`config.mk`:
```
export PLATFORM = sky130hd
export DESIGN_NAME = if_stage
export DESIGN_NICKNAME = d
export VERILOG_FILES = /design/src/rtl/if_stage_pkg.sv /design/src/rtl/if_fifo.sv /design/src/rtl/if_stage.sv
export SDC_FILE = /design/constraint.sdc
export NUM_CORES = 1
export LEC_CHECK = 0
export ABC_AREA = 1
export CORE_MARGIN = 1.5
export CORE_UTILIZATION = 60
export DETAILED_ROUTE_END_ITERATION = 7
export PLACE_DENSITY_LB_ADDON = 0.08
export SETUP_SLACK_MARGIN = 0.15
export SLEW_MARGIN = 20
export SYNTH_ARGS = -nofsm -noshare
export SYNTH_HDL_FRONTEND = slang
export SYNTH_SLANG_ARGS = --single-unit
```
`constraint.sdc`:
```
create_clock -name clk -period 10.3 [get_ports clk]
set_clock_uncertainty 0.2 [all_clocks]
set_input_delay 1.545 -clock clk [delete_from_list [all_inputs] [get_ports clk]]
set_output_delay 1.545 -clock clk [all_outputs]
set_load 0.1 [all_outputs]
```
`src/rtl/if_stage_pkg.sv`:
```
// if_stage_pkg: shared constants and types for the instruction fetch stage.
// Carries the core-wide bus macros (`INST_BUS, `INST_ADDR_BUS, `INST_NOP) and
// `IF_RESET_PC, the default fetch address after reset. Also provides the
// prefetch entry layout {pc, inst} and a word-alignment helper.
`ifndef IF_STAGE_DEFINES
`define IF_STAGE_DEFINES
`define INST_BUS      31:0
`define INST_ADDR_BUS 31:0
`define INST_NOP      32'h0000_0013
`define IF_RESET_PC   32'h0000_0000
`endif

package if_stage_pkg;

  typedef logic [`INST_BUS]      inst_t;
  typedef logic [`INST_ADDR_BUS] addr_t;

  localparam int unsigned InstW     = $bits(inst_t);
  localparam int unsigned AddrW     = $bits(addr_t);
  localparam inst_t       InstNop   = `INST_NOP;
  localparam addr_t       IfResetPc = `IF_RESET_PC;

  // One prefetch FIFO entry: the PC travels with its instruction word.
  typedef struct packed {
    addr_t pc;
    inst_t inst;
  } fetch_entry_t;

  localparam int unsigned EntryW = $bits(fetch_entry_t);

  // Instructions are word aligned; the low two address bits carry no meaning.
  function automatic addr_t align_word(input addr_t addr);
    return {addr[AddrW-1:2], 2'b00};
  endfunction

endpackage

```
`src/rtl/if_fifo.sv`:
```
// if_fifo: synchronous prefetch FIFO for the fetch stage.
// Ports:
//   clk, rst     clock and asynchronous active-high reset
//   flush        drop all entries (takes priority over push/pop)
//   push, din    write one entry at the tail
//   pop, dout    remove the head entry; dout always shows the head
//   count, empty current occupancy
// DEPTH must be a power of two, at least 2.
module if_fifo #(
  parameter int unsigned WIDTH = 64,
  parameter int unsigned DEPTH = 4
) (
  input  logic                     clk,
  input  logic                     rst,
  input  logic                     flush,
  input  logic                     push,
  input  logic                     pop,
  input  logic [WIDTH-1:0]         din,
  output logic [WIDTH-1:0]         dout,
  output logic [$clog2(DEPTH):0]   count,
  output logic                     empty
);

  localparam int unsigned PtrW = $clog2(DEPTH);

  logic [WIDTH-1:0] mem_q [DEPTH];
  logic [PtrW-1:0]  wr_ptr_q, wr_ptr_d;
  logic [PtrW-1:0]  rd_ptr_q, rd_ptr_d;
  logic [PtrW:0]    count_q, count_d;

  always_comb begin
    wr_ptr_d = wr_ptr_q;
    rd_ptr_d = rd_ptr_q;
    count_d  = count_q;
    if (flush) begin
      wr_ptr_d = '0;
      rd_ptr_d = '0;
      count_d  = '0;
    end else begin
      // Pointers wrap naturally because DEPTH is a power of two.
      if (push) wr_ptr_d = wr_ptr_q + PtrW'(1);
      if (pop)  rd_ptr_d = rd_ptr_q + PtrW'(1);
      unique case ({push, pop})
        2'b10:   count_d = count_q + (PtrW+1)'(1);
        2'b01:   count_d = count_q - (PtrW+1)'(1);
        default: count_d = count_q;
      endcase
    end
  end

  always_ff @(posedge clk or posedge rst) begin
    if (rst) begin
      wr_ptr_q <= '0;
      rd_ptr_q <= '0;
      count_q  <= '0;
    end else begin
      wr_ptr_q <= wr_ptr_d;
      rd_ptr_q <= rd_ptr_d;
      count_q  <= count_d;
    end
  end

  // Storage needs no reset: nothing is read before it is written.
  always_ff @(posedge clk) begin
    if (push && !flush) begin
      mem_q[wr_ptr_q] <= din;
    end
  end

  assign dout  = mem_q[rd_ptr_q];
  assign count = count_q;
  assign empty = (count_q == '0);

  // Upstream credit accounting must never let a push meet a full FIFO.
  push_not_full_a: assert property (@(posedge clk) disable iff (rst)
    !(push && !flush && (32'(count_q) == DEPTH)))
    else $error("if_fifo: push into full FIFO");

endmodule

```
`src/rtl/if_stage.sv`:
```
// if_stage: instruction fetch stage feeding decode.
// Issues word-aligned requests on a pipelined instruction bus, buffers the
// in-order responses in a prefetch FIFO and presents one registered
// {inst, inst_addr} pair per cycle to decode.
// Ports:
//   clk, rst                   clock, asynchronous active-high reset
//   hold_i                     downstream stall: keep outputs, do not pop
//   jump_flag_i, jump_addr_i   redirect; low two address bits ignored
//   ibus_req_o, ibus_addr_o    fetch request and address
//   ibus_gnt_i                 request accepted (only counts with req)
//   ibus_rvalid_i, ibus_rdata_i in-order response
//   inst_o, inst_addr_o        instruction and its PC to decode
//   inst_valid_o               inst_o is a real fetched instruction
// Build option: define IF_STAGE_BYPASS_EN to write a response straight into
// the output register when the FIFO is empty (1-edge rvalid-to-decode).
module if_stage
  import if_stage_pkg::*;
#(
  parameter logic [31:0] RESET_PC        = IfResetPc,
  parameter int unsigned FIFO_DEPTH      = 4,
  parameter int unsigned MAX_OUTSTANDING = 2
) (
  input  logic             clk,
  input  logic             rst,
  input  logic             hold_i,
  input  logic             jump_flag_i,
  input  logic [AddrW-1:0] jump_addr_i,
  output logic             ibus_req_o,
  output logic [AddrW-1:0] ibus_addr_o,
  input  logic             ibus_gnt_i,
  input  logic             ibus_rvalid_i,
  input  logic [InstW-1:0] ibus_rdata_i,
  output logic [InstW-1:0] inst_o,
  output logic [AddrW-1:0] inst_addr_o,
  output logic             inst_valid_o
);

  // MAX_OUTSTANDING is at most 3; discard never exceeds outstanding.
  localparam int unsigned CntW     = 2;
  localparam int unsigned FifoCntW = $clog2(FIFO_DEPTH) + 1;

  logic [AddrW-1:0]    fetch_pc_q, fetch_pc_d;
  logic [AddrW-1:0]    resp_pc_q, resp_pc_d;
  logic [CntW-1:0]     outstanding_q, outstanding_d;
  logic [CntW-1:0]     discard_q, discard_d;
  logic [InstW-1:0]    inst_q, inst_d;
  logic [AddrW-1:0]    inst_addr_q, inst_addr_d;
  logic                inst_valid_q, inst_valid_d;

  logic [AddrW-1:0]    jump_pc;
  logic                grant;
  logic                accept;
  logic                bypass;
  logic                fifo_push;
  logic                fifo_pop;
  logic                fifo_empty;
  logic [FifoCntW-1:0] fifo_count;
  fetch_entry_t        fifo_din;
  fetch_entry_t        fifo_dout;

  assign jump_pc = align_word(jump_addr_i);

  // Credit check: every in-flight request already owns a FIFO slot, so a
  // push can never find the FIFO full.
  always_comb begin
    ibus_req_o  = !rst && !jump_flag_i
                  && (32'(outstanding_q) < MAX_OUTSTANDING)
                  && ((32'(fifo_count) + 32'(outstanding_q)) < FIFO_DEPTH);
    ibus_addr_o = fetch_pc_q;
  end

  assign grant  = ibus_req_o & ibus_gnt_i;
  // A response is kept only if it is not stale and no redirect is happening.
  assign accept = ibus_rvalid_i & !jump_flag_i & (discard_q == '0);

`ifdef IF_STAGE_BYPASS_EN
  assign bypass = accept & fifo_empty & !hold_i;
`else
  assign bypass = 1'b0;
`endif

  assign fifo_push = accept & !bypass;
  assign fifo_pop  = !jump_flag_i & !hold_i & !fifo_empty;

  always_comb begin
    fifo_din      = '0;
    fifo_din.pc   = resp_pc_q;
    fifo_din.inst = ibus_rdata_i;
  end

  // Credit, discard and PC bookkeeping.
  always_comb begin
    outstanding_d = outstanding_q;
    unique case ({grant, ibus_rvalid_i})
      2'b10:   outstanding_d = outstanding_q + CntW'(1);
      2'b01:   outstanding_d = outstanding_q - CntW'(1);
      default: outstanding_d = outstanding_q;
    endcase

    // On a redirect every response still in flight is stale. The post-update
    // outstanding count already includes responses an earlier jump marked
    // for discard, so it replaces rather than adds to the old discard count.
    discard_d = discard_q;
    if (jump_flag_i) begin
      discard_d = outstanding_d;
    end else if (ibus_rvalid_i && (discard_q != '0)) begin
      discard_d = discard_q - CntW'(1);
    end

    fetch_pc_d = fetch_pc_q;
    resp_pc_d  = resp_pc_q;
    if (jump_flag_i) begin
      fetch_pc_d = jump_pc;
      resp_pc_d  = jump_pc;
    end else begin
      if (grant)  fetch_pc_d = fetch_pc_q + AddrW'(4);
      if (accept) resp_pc_d  = resp_pc_q + AddrW'(4);
    end
  end

  // Output register toward decode. Jump wins over hold.
  always_comb begin
    inst_d       = inst_q;
    inst_addr_d  = inst_addr_q;
    inst_valid_d = inst_valid_q;
    if (jump_flag_i) begin
      inst_d       = InstNop;
      inst_addr_d  = jump_pc;
      inst_valid_d = 1'b0;
    end else if (!hold_i) begin
      if (!fifo_empty) begin
        inst_d       = fifo_dout.inst;
        inst_addr_d  = fifo_dout.pc;
        inst_valid_d = 1'b1;
      end else if (bypass) begin
        inst_d       = ibus_rdata_i;
        inst_addr_d  = resp_pc_q;
        inst_valid_d = 1'b1;
      end else begin
        // Bubble: the PC of the last delivered instruction is kept.
        inst_d       = InstNop;
        inst_valid_d = 1'b0;
      end
    end
  end

  always_ff @(posedge clk or posedge rst) begin
    if (rst) begin
      fetch_pc_q    <= RESET_PC;
      resp_pc_q     <= RESET_PC;
      outstanding_q <= '0;
      discard_q     <= '0;
      inst_q        <= InstNop;
      inst_addr_q   <= RESET_PC;
      inst_valid_q  <= 1'b0;
    end else begin
      fetch_pc_q    <= fetch_pc_d;
      resp_pc_q     <= resp_pc_d;
      outstanding_q <= outstanding_d;
      discard_q     <= discard_d;
      inst_q        <= inst_d;
      inst_addr_q   <= inst_addr_d;
      inst_valid_q  <= inst_valid_d;
    end
  end

  assign inst_o       = inst_q;
  assign inst_addr_o  = inst_addr_q;
  assign inst_valid_o = inst_valid_q;

  if_fifo #(
    .WIDTH (EntryW),
    .DEPTH (FIFO_DEPTH)
  ) u_if_fifo (
    .clk   (clk),
    .rst   (rst),
    .flush (jump_flag_i),
    .push  (fifo_push),
    .pop   (fifo_pop),
    .din   (fifo_din),
    .dout  (fifo_dout),
    .count (fifo_count),
    .empty (fifo_empty)
  );

endmodule
```
---- Word-level counts from Yosys, hierarchy flattened ----
Memory sizes are Yosys's and may differ from the RTL's.
Index checks and enable logic that the tools add are counted.
word-level totals
  register bits ........................... 140
  latch bits .............................. 0
  RAM bits ................................ 256
  memory bits (read-only) ................. 0
  logic and storage cells ................. 76
  memories ................................ 1
operators by class
  $add $sub $neg .......................... 10
  multipliers ............................. 0
  divide/modulo/power cells ............... 0
  $lt $le $gt $ge ......................... 2
  equality and inequality tests ........... 6
  shifts and indexed selects .............. 0
  multiplexer cells ....................... 24
  bitwise gates (word level) .............. 5
  reduce and logical (&&, ||, !) cells .... 18
memory list
  name             words  bits a word  rd ports  clocked after Yosys merged registers in  wr ports  RTL line       RTL
  u_if_fifo.mem_q  4      64           1         0                                        1         if_fifo.sv:26  logic [WIDTH-1:0] mem_q [DEPTH];
operator list
  operator                                                                  number
  32-bit 2-to-1 mux                                                         10
  32-bit by 3-bit adder with 32-bit output (second input constant)          2
  2-bit 2-to-1 mux                                                          6
  2-bit nonzero test                                                        5
  2-bit by 1-bit adder with 2-bit output (second input constant)            3
  3-bit case mux with 2 select lines                                        1
  1-bit bitwise AND                                                         5
  1-bit logical AND                                                         5
  1-bit 2-to-1 mux                                                          5
  3-bit by 2-bit adder with 4-bit output                                    1
  2-bit by 1-bit equality test with 1-bit output (second input constant)    2
  2-bit equality test (second input constant)                               2
  1-bit logical NOT                                                         4
  4-bit by 3-bit < comparator with 1-bit output (second input constant)     1
  2-bit case mux with 2 select lines                                        1
  2-bit by 1-bit subtractor with 2-bit output (second input constant)       2
  3-bit by 1-bit adder with 3-bit output (second input constant)            1
  3-bit logical NOT                                                         1
  3-bit 2-to-1 mux                                                          1
  3-bit nonzero test                                                        1
  3-bit by 1-bit subtractor with 3-bit output (second input constant)       1
  2-bit logical NOT                                                         1
  2-bit < comparator (second input constant)                                1
  2-bit by 1-bit inequality test with 1-bit output (second input constant)  1
  other kinds (2)                                                           2

---- Logic depth before layout (Yosys ltp) ----
  depth after elaboration ................. 8
  mapped depth ............................ 12
  depth with buffers taken out ............ 12

---- Modules after synthesis ----
A second synthesis with hierarchy kept.
second synthesis, totals
  cells, all modules ...................... 1,666
  area, all modules ....................... 17,126.4 sq um
by module, submodules not included
  module    times used  cells an instance  area an instance (sq um)
  if_fifo   1           680                9,923.3
  if_stage  1           986                7,203.2

---- Least setup slack after synthesis ----
OpenSTA, ideal clock, no wires.
  path type ............................... input to register
  from .................................... input port jump_flag_i
  to ...................................... memory u_if_fifo.mem_q[0][0], enable pin
  library setup time ...................... 0.482 ns
  arrival time ............................ 4.662 ns
  data required time ...................... 9.618 ns
  setup slack ............................. 4.956 ns
  stages .................................. 5
  path buffers ............................ 2
  cell sequence ........................... buf_6 -> inv_2 -> nand3_1 -> clkbuf_1 -> nor2_1
between the ends
  word-level cells in the longest chain between the ends .. 6
RTL lines
  element                                   RTL line                       RTL
  from (decl)                               if_stage.sv:26                 input logic jump_flag_i,
  1-bit logical NOT *                       if_fifo.sv:65, if_stage.sv:74
  1-bit bitwise AND (2 in series)           if_stage.sv:74                 assign accept = ibus_rvalid_i & !jump_flag_i & (discard_q == '0);
  1-bit logical AND *                       if_fifo.sv:65                  if (push && !flush) begin
  1-bit 2-to-1 mux *                        if_fifo.sv:65
  1-bit 2-to-1 mux (implied by the code) *  if_fifo.sv:66                  mem_q[wr_ptr_q] <= din;
  to (decl)                                 if_fifo.sv:26
Mark *: on every way between the ends. The rest lies on a longest branch, timed or not.

---- Worst setup path after layout ----
  from .................................... input port jump_flag_i
  to ...................................... output port ibus_req_o
between the ends
  word-level cells in the longest chain between the ends .. 4
RTL lines
  element            RTL line        RTL
  1-bit logical NOT  if_stage.sv:66  ibus_req_o = !rst && !jump_flag_i
  1-bit logical AND  if_stage.sv:66
  1-bit logical AND  if_stage.sv:67  && (32'(outstanding_q) < MAX_OUTSTANDING)
  1-bit logical AND  if_stage.sv:68  && ((32'(fifo_count) + 32'(outstanding_q)) < FIFO_DEPTH);
  to (decl)          if_stage.sv:28  output logic ibus_req_o,
No other way between the ends.

==> out/summary.txt <==
Placer Congestion: 0.9110
Worst Setup Start Kind: primary input
Detailed Route Iter0 Violations: 1197
CTS tree: built
IO Port Bufs: 163
First-pass GRT wire length: 61970 µm
Seq/Total Area, Yosys: 0.6549
H-tree Lvls: 2
Die X: 169.0 µm
Final Routed Wirelength: 39940 µm
Root Driver: clkbuf_16
Tot Pwr: 0.004989 W
Largest net degree at the start of global routing: 83
Share of cells above drive strength 1: 0.05296
Outcome: completed
Worst min path class: reg2reg
Starting Density: 0.6118
# DRC: 0
Area post-placement: 18350 µm²
Final Max Slew Viols: 0
Rows: 60
Worst Tran Pin Value: 1109 ps
CTS Buf Count: 39
Worst skew pair latency: 530 ps
Vias in the first global route: 11350
Pwr Density: 255.5 nW/µm²
Crit path time final: 5421 ps
CTS resizes: 0
R2r startpoint: discard_q[0]
Die height: 169.0 µm
Netlist Area Pre-Place: 16530 µm²
Area of the die: 28560 µm²
Critical Path AT: 3680 ps
Vias per cell: 5.747
Nets: 1825
Initial antenna violation count: 0
Synthesized area per cell: 10.32 µm²
Fin crit share: 0.5263
Critical Path End Type: primary output
Relative slew slack: 0.2597
Clk sinks: 383
Depth of the most critical reg-to-reg path: 7
Hold endpoint: inst_valid_o
Diode count: 0
Crit-path max FO: 36
Hold Crit Depth: 2
Final Instance Area: 19530 µm²
Via count: 12160
Detail Placement HPWL: 23810 µm
DR WL/cell: 18.88 µm
Iteration count of the initial detailed-routing pass: 7
Synth warn: 0
Post-CTS Hold Fix Bufs: 0
Hold Fails Final Rpt: 0
Post-CTS Setup Bufs: 0
Area delta synth->final: 18.12%
Most frequent cells in the layout: 403 x nand2_1, 248 x edfxtp_1, 203 x nor2_1, 163 x clkdlybuf4s50_1, 130 x dfrtp_1
Core area: 27030 µm²
Overflow after GRT: 0
Fin Setup TNS: 0 ps
Worst flop-to-flop path endpoint: resp_pc_q[4]
Most common cell after layout, fill and taps aside: nand2_1
Total global-route track usage: 0.2837
Fmax: 184.5 MHz
Cells after Synth: 1602
Flop2flop setup slack: 6820 ps
Max-cap viol count: 0
RSZ-0062 raised after global routing: false
#FFs+latches synth: 383
Worst VDD drop: 179.1 µV
Setup violations, final: 0
Yosys cell types: 39
Final ANT Viol Nets: 0
Worst hold start: inst_valid_o
CP Data Required Time: 8560 ps
Top-level I/O count: 168
CTS clock-pin slew for the worst setup and hold paths: 60 ps
Leak: 7.749 nW
CP Class: in2out
Max Buffers Root-to-Sink: 3
[where the power goes]
part | total [W] | switching, W | internal [W]
Clock | 0.00131 | 0.000566 | 0.000744
Combinational | 0.00164 | 0.00123 | 0.000420
Sequential | 0.00203 | 0.000194 | 0.00184
[how the worst max path moves through the flow]
stage                            from            end  slack (ps)
after global routing      jump_flag_i     ibus_req_o        4760
after global placement    jump_flag_i  resp_pc_q[23]        4730
after detailed placement  jump_flag_i  resp_pc_q[23]        4680
after CTS                 jump_flag_i     ibus_req_o        4870
after floorplan                   rst   discard_q[0]        4950
final                     jump_flag_i     ibus_req_o        4880
[critical path, cell delays in order]
cell             delay, ps
clkdlybuf4s50_1        390
buf_4                  250
nor2_1                 170
nand2_1                 70
nor2_1                 100
clkdlybuf4s50_1       1140
[cell usage after synthesis, drive strengths merged]
| cell | count | share of area |
|---|---|---|
| ha | 9 | 0.0068 |
| dfstp | 3 | 0.0048 |
| clkinv | 1 | 0.00023 |
| dfrtp | 132 | 0.20 |
| nor3 | 6 | 0.0018 |
| o22a | 3 | 0.0016 |
| o22ai | 50 | 0.019 |
| conb | 1 | 0.00023 |
| nand4 | 8 | 0.0030 |
| clkbuf | 38 | 0.0086 |
| xnor2 | 11 | 0.0058 |
| o211ai | 8 | 0.0036 |
| nand3 | 116 | 0.036 |
| xor2 | 18 | 0.0095 |
| and2 | 1 | 0.00038 |
| or2 | 1 | 0.00038 |
| fa | 1 | 0.0012 |
| nor2 | 213 | 0.049 |
| o21ai | 126 | 0.038 |
| a31oi | 13 | 0.0049 |
| nand2 | 405 | 0.093 |
| edfxtp | 248 | 0.45 |
| o311ai | 1 | 0.00053 |
| o21bai | 4 | 0.0018 |
| nand3b | 10 | 0.0045 |
| inv | 106 | 0.024 |
| buf | 36 | 0.014 |
| a22o | 29 | 0.015 |
| a21oi | 4 | 0.0014 |
[layout make-up]
class | count | area, µm²
clock inverter | 11 | 72.57
timing repair buffer | 175 | 1722
tap | 341 | 426.7
fill | 1924 | 7496
sequential | 383 | 10830
inverter | 107 | 407.9
clock buffer | 60 | 1106
multi-input combinational | 1039 | 4961
[layer usage]
metal / global-route usage / vias up / routed length [µm]
met5: 0 / - / 0
met4: 0.08619 / 0 / 1073
met3: 0.04396 / 65 / 2864
met2: 0.4621 / 475 / 18890
met1: 0.3986 / 5897 / 17120
li1: - / 5724 / -
[metrics by stage]
step	utilization	hold slack, ps	setup WS (ps)	std cells
floorplan	-	294.9	4949	1603
global placement	0.6790	267.0	4726	2045
detailed placement	0.6790	279.6	4677	2045
CTS	0.7226	295.7	4870	2116
global route	0.7226	320.0	4765	2116
finish	0.7226	291.0	4879	2116
[cells by family after synthesis]
kind of cell	count (synthesis)	synth area share
buffers and inverters	181	0.04707
AOI/OAI and AO/OA	238	0.08657
other	1	0.0002268
DFF	383	0.6549
adders and majority gates	10	0.008021
and+or+nand+nor	760	0.1878
xor gates and xnor gates	29	0.01536
[sequential cells by signal, indices dropped and copies added (netlist names)]
register	count
resp_pc_q	30
u_if_fifo.count	3
u_if_fifo.mem_q	248
u_if_fifo.wr_ptr_q	2
inst_addr_o	31
inst_valid_o	1
ibus_addr_o	30
outstanding_q	2
u_if_fifo.rd_ptr_q	2
inst_o	32
discard_q	2
No activity file was read; power rests on OpenSTA's default activity.
